<file path="src/rtl/definitions_pkg.sv">
// Shared types and constants for the rv32i core.
// The fetch stage uses the word types, the fetch entry struct and the reset defaults.
package definitions_pkg;

  typedef logic        [31:0] word_ut;
  typedef logic signed [31:0] word_st;

  typedef struct packed {
    word_ut pc;
    word_st instr;
  } fetch_entry_t;

  localparam word_st NOP_INSTR        = 32'h0000_0013;
  localparam word_ut RESET_PC_DEFAULT = 32'h0000_0000;

  // Instructions are word-aligned, so the low two bits of any fetch target are dropped.
  function automatic word_ut align_word(input word_ut addr);
    return {addr[31:2], 2'b00};
  endfunction

endpackage

</file>
<file path="src/rtl/fetch_fifo.sv">
// Small circular FIFO between instruction fetch and decode.
// It has a single-cycle flush, and its head entry is readable at all times.
module fetch_fifo
  import definitions_pkg::*;
#(
  parameter int  DEPTH   = 2,
  parameter type entry_t = fetch_entry_t
) (
  input  logic   clk_i,
  input  logic   rst_ni,
  input  logic   flush_i,
  input  logic   push_i,
  input  logic   pop_i,
  input  entry_t entry_i,
  output entry_t head_o,
  output logic   full_o,
  output logic   empty_o
);

  localparam int AW = $clog2(DEPTH);
  localparam int CW = AW + 1;

  entry_t        mem [DEPTH];
  logic [AW-1:0] wr_ptr;
  logic [AW-1:0] rd_ptr;
  logic [CW-1:0] count;

  // NOTE: sequential state uses non-blocking assignments only, so every register
  // samples the pre-edge values and the order of statements cannot create races.
  always_ff @(posedge clk_i or negedge rst_ni) begin
    if (!rst_ni) begin
      wr_ptr <= '0;
      rd_ptr <= '0;
      count  <= '0;
    end else if (flush_i) begin
      wr_ptr <= '0;
      rd_ptr <= '0;
      count  <= '0;
    end else begin
      if (push_i) wr_ptr <= wr_ptr + 1'b1;
      if (pop_i)  rd_ptr <= rd_ptr + 1'b1;
      case ({push_i, pop_i})
        2'b10:   count <= count + 1'b1;
        2'b01:   count <= count - 1'b1;
        default: count <= count;
      endcase
    end
  end

  // NOTE: the storage array has no reset. Stale contents are never observed,
  // because every consumer qualifies the head with empty_o, and count is reset.
  always_ff @(posedge clk_i) begin
    if (push_i && !flush_i) mem[wr_ptr] <= entry_i;
  end

  assign head_o  = mem[rd_ptr];
  assign full_o  = (count == CW'(DEPTH));
  assign empty_o = (count == '0);

endmodule

</file>
<file path="src/rtl/fetch_unit.sv">
// rv32i instruction fetch: owns the PC, reads the combinational instruction RAM,
// queues {pc, instr} pairs for decode, and handles redirects from execute.
module fetch_unit
  import definitions_pkg::*;
#(
  parameter word_ut RESET_PC = RESET_PC_DEFAULT,
  parameter int     DEPTH    = 2,
  parameter word_st NOP      = NOP_INSTR
) (
  input  logic   clk_i,
  input  logic   rst_ni,
  output word_ut imem_addr_o,
  input  word_st imem_rdata_i,
  input  logic   redirect_i,
  input  word_ut redirect_pc_i,
  output logic   instr_valid_o,
  input  logic   instr_ready_i,
  output word_st instr_o,
  output word_ut instr_pc_o,
  output logic   misaligned_o
);

  word_ut       pc_q;
  logic         misaligned_q;
  logic         fifo_full;
  logic         fifo_empty;
  logic         pop;
  logic         push;
  fetch_entry_t new_entry;
  fetch_entry_t head;

  // A redirect overrides both sides. The FIFO flush drops the pop, and push is suppressed here.
  assign pop  = !fifo_empty && instr_ready_i;
  assign push = !redirect_i && (!fifo_full || pop);

  assign new_entry.pc    = pc_q;
  assign new_entry.instr = imem_rdata_i;

  fetch_fifo #(
    .DEPTH   (DEPTH),
    .entry_t (fetch_entry_t)
  ) u_fifo (
    .clk_i   (clk_i),
    .rst_ni  (rst_ni),
    .flush_i (redirect_i),
    .push_i  (push),
    .pop_i   (pop),
    .entry_i (new_entry),
    .head_o  (head),
    .full_o  (fifo_full),
    .empty_o (fifo_empty)
  );

  always_ff @(posedge clk_i or negedge rst_ni) begin
    if (!rst_ni) begin
      pc_q         <= RESET_PC;
      misaligned_q <= 1'b0;
    end else begin
      misaligned_q <= redirect_i && (redirect_pc_i[1:0] != 2'b00);
      if (redirect_i) begin
        pc_q <= align_word(redirect_pc_i);
      end else if (push) begin
        pc_q <= pc_q + 32'd4;
      end
    end
  end

  // NOTE: every output of this block gets a default before the condition, so
  // no path leaves a value unassigned and no latch is inferred.
  always_comb begin
    instr_valid_o = 1'b0;
    instr_o       = NOP;
    instr_pc_o    = '0;
    if (!fifo_empty) begin
      instr_valid_o = 1'b1;
      instr_o       = head.instr;
      instr_pc_o    = head.pc;
    end
  end

  assign imem_addr_o  = pc_q;
  assign misaligned_o = misaligned_q;

endmodule

</file>
<file path="config.mk">
export PLATFORM = sky130hd
export DESIGN_NAME = fetch_unit
export DESIGN_NICKNAME = d
export VERILOG_FILES = /design/src/rtl/definitions_pkg.sv /design/src/rtl/fetch_fifo.sv /design/src/rtl/fetch_unit.sv
export SDC_FILE = /design/constraint.sdc
export NUM_CORES = 1
export LEC_CHECK = 0
export BUFFER_PORTS_ARGS = -buffer_cell sky130_fd_sc_hd__buf_4
export CAP_MARGIN = 0
export CORE_MARGIN = 5
export CORE_UTILIZATION = 45
export CTS_BUF_LIST = sky130_fd_sc_hd__clkbuf_2 sky130_fd_sc_hd__clkbuf_4 sky130_fd_sc_hd__clkbuf_8
export DETAILED_ROUTE_END_ITERATION = 6
export PLACE_DENSITY = 0.69
export SYNTH_ARGS = -nofsm -noshare
export SYNTH_HDL_FRONTEND = slang
export SYNTH_SLANG_ARGS = --single-unit
</file>
<file path="constraint.sdc">
create_clock -name clk_i -period 8.3 [get_ports clk_i]
set_input_delay 0.83 -clock clk_i [delete_from_list [all_inputs] [get_ports clk_i]]
set_output_delay 0.83 -clock clk_i [all_outputs]
set_load 0.02 [all_outputs]
</file>
==> run metrics <==
status complete, no violations; Routed Antenna Nets 0; Final Max Tran Viols 0; Max-slew headroom 24.9%; Hold Crit Class in2async; unrepaired setup endpoints after global routing false; vias per std cell 5.34; top cells by area, synth edfxtp_1 56%, dfrtp_1 13%, mux2i_1 9.5%, nor2_1 4.5%, or4_1 1.8%; Fmax 321 MHz; largest net degree at the start of global routing 64; Global Route Usage Sum 17.5%; instance count on the critical path 4; Yosys top cell area share 56.0%; Post-CTS Hold Fix Bufs 0; Initial Utilization 45.8%; worst hold slack 0.347 ns; commonest cells after routing, fill and taps aside 165 x buf_4, 124 x edfxtp_1, 78 x nor2_1; Num CTS Buffers 17; TritonRoute pass-1 iters 6; CP Capture Type primary output; PD cells 231 mW/mm2; setup bufs post-CTS 0; clock tree sinks 159; crit path kind reg2out; CP delay by family, top simple AND/OR/NAND/NOR gates; WP data required 7.47 ns; minimum clock period 3.11 ns; Vias 4,515; remaining global-route overflow 0; crit start category flop; part of the cycle the worst path needs 37.5%; Setup violations, final 0; synthesis warning total 0; number of diodes 0; htree depth 4; final net count 718; TritonCTS clock tree done; clock network fraction of total power 30.2%; Worst path most repeated cell buf_4; first-pass GRT wire length 24.4 mm; Arrival @ worst endpoint 2.28 ns; Port Buffers 161; CP cell instances nor2_4, buf_4, nor2_1, buf_4; P_int 1.41 mW; CP Max Fanout 31; root buf cell clkbuf_8; final wirelength 15.2 mm; clock skew 0.00957 ns; Peak VDD IR 0.0930 mV; Switching Fraction 27.5%; post-cts sizing count 0; number of antenna violations at the first check in global routing 0; DRC Markers 0; Die W 132 um; routed length per instance 17.9 um; Die Height 132 um; sequential cell area 0.00460 mm2; Fill cells 1,238; P_sw 535 uW; static leakage 3.21 nW; register bit count reported by yosys 159; clock tree buffer depth 2; Placer Congestion 0.860; largest area contributor in the netlist edfxtp_1; Rows 44; slowest cell delay on critical path 0.64 ns; Buf/Inv on CP 2; Worst Tran Pin Value 1.13 ns; final setup TNS 0 ns; combinational power share 18.6%; multi-input logic area 0.00193 mm2; Post-DP HPWL 10.3 mm; CP max-delay cell nor2_4; Worst-path clk slew 0.08 ns; max_cap viols 0; 1st-iter DRT viols 278; register area share after synthesis 69.2%; Unique masters post-synth 37; Worst R2R Path Depth 3; I/O pin cnt 166; Post-Synthesis Cells 491; total die area 0.0173 mm2; most common cell after layout, fill and taps aside buf_4; Fin. Hold Viols 0; Post-Syn Area 0.00665 mm2; vias in the first global route 4,741; layout cells sized above 1 30.2%; area grow syn2layout 26.8%; Flop pwr share 51.3%; worst skew pair latency 0.44 ns; Core Region 0.0145 mm2; Synth Area per Inst 13.5 um2
==> through the flow <==
stage	area, um2	cells	power [mW]	setup WS (ns)	utilization [%]
2_1_floorplan	6660	494	1.21	2.25	-
4_1_cts	8430	846	1.97	5.11	58.0
3_5_place_dp	8020	814	1.38	4.70	55.2
6_report	8430	846	1.95	5.19	58.0
3_3_place_gp	8020	814	1.38	4.79	55.2
5_1_grt	8430	846	2.04	5.00	58.0
==> cell usage after synthesis (all sizes together) <==
| library cell | n |
|---|---|
| edfxtp | 124 |
| nor2 | 79 |
| mux2i | 63 |
| dfrtp | 35 |
| nand2 | 30 |
| clkbuf | 23 |
| or4 | 17 |
| nand3 | 15 |
| a31oi | 13 |
| o21ai | 13 |
| o31ai | 11 |
| nand4 | 10 |
| o211ai | 7 |
| buf | 6 |
| or3 | 6 |
| xor2 | 6 |
| xnor2 | 5 |
| inv | 4 |
| nor2b | 4 |
| and3 | 3 |
| and4 | 3 |
| nor3 | 2 |
| or4b | 2 |
| a21oi | 1 |
| a22oi | 1 |
| and2 | 1 |
| conb | 1 |
| ha | 1 |
| nor3b | 1 |
| o311ai | 1 |
| o41ai | 1 |
| or2 | 1 |
| or3b | 1 |
==> power groups by stage <==
| stage | combinational, mW | clock [mW] | sequential (mW) |
|---|---|---|---|
| after global routing | 0.392 | 0.637 | 1.01 |
| after CTS | 0.369 | 0.603 | 1.00 |
| after detailed placement | 0.367 | 0 | 1.02 |
| after global placement | 0.363 | 0 | 1.01 |
| after floorplan | 0.205 | 0 | 1.00 |
| final | 0.362 | 0.588 | 0.999 |
==> path summary, 6_finish.rpt <==
kind	from	to	slack [ns]
max in group asynchronous	rst_ni	u_fifo.rd_ptr	7.59
max reg2reg	u_fifo.count[1]	u_fifo.mem[1][49]	5.85
min in group clk_i	imem_rdata_i[7]	u_fifo.mem[1][7]	0.57
min	rst_ni	imem_addr_o[21]	0.35
min reg2reg	imem_addr_o[17]	u_fifo.mem[1][49]	0.58
max	u_fifo.count[1]	instr_pc_o[7]	5.19
==> state kept, by name, summed over array words and instances (netlist names) <==
signal         count
u_fifo.rd_ptr      1
u_fifo.mem       124
u_fifo.wr_ptr      1
imem_addr_o       30
misaligned_o       1
u_fifo.count       2
==> metal layers <==
| metal | track usage, % | part of all wire, % | up-vias |
|---|---|---|---|
| met2 | 27.9 | 47 | 168 |
| met4 | 5.71 | 1.7 | 0 |
| met5 | 0 | 0 | - |
| li1 | - | - | 2149 |
| met1 | 23.1 | 44 | 2178 |
| met3 | 5.43 | 7.0 | 20 |
==> final cells by class <==
| type | instances | area share (%) |
|---|---|---|
| Sequential cell | 159 | 54.6 |
| Multi-Input combinational cell | 302 | 22.9 |
| Timing Repair Buffer | 165 | 14.7 |
| Clock buffer | 18 | 2.86 |
| Tap cell | 184 | 2.73 |
| Clock inverter | 14 | 2.05 |
| Inverter | 4 | 0.178 |
==> logic make-up after synthesis <==
logic type,share of synthesized area [%]
buffers and inverters,2.20
XOR/XNOR,1.45
multiplexers,9.48
flip-flops,69.2
other,0.0564
adder cells (fa/ha/maj),0.188
AO/OA/AOI/OAI,4.68
AND/OR/NAND/NOR,12.8
(Power assumes the default switching activity.)
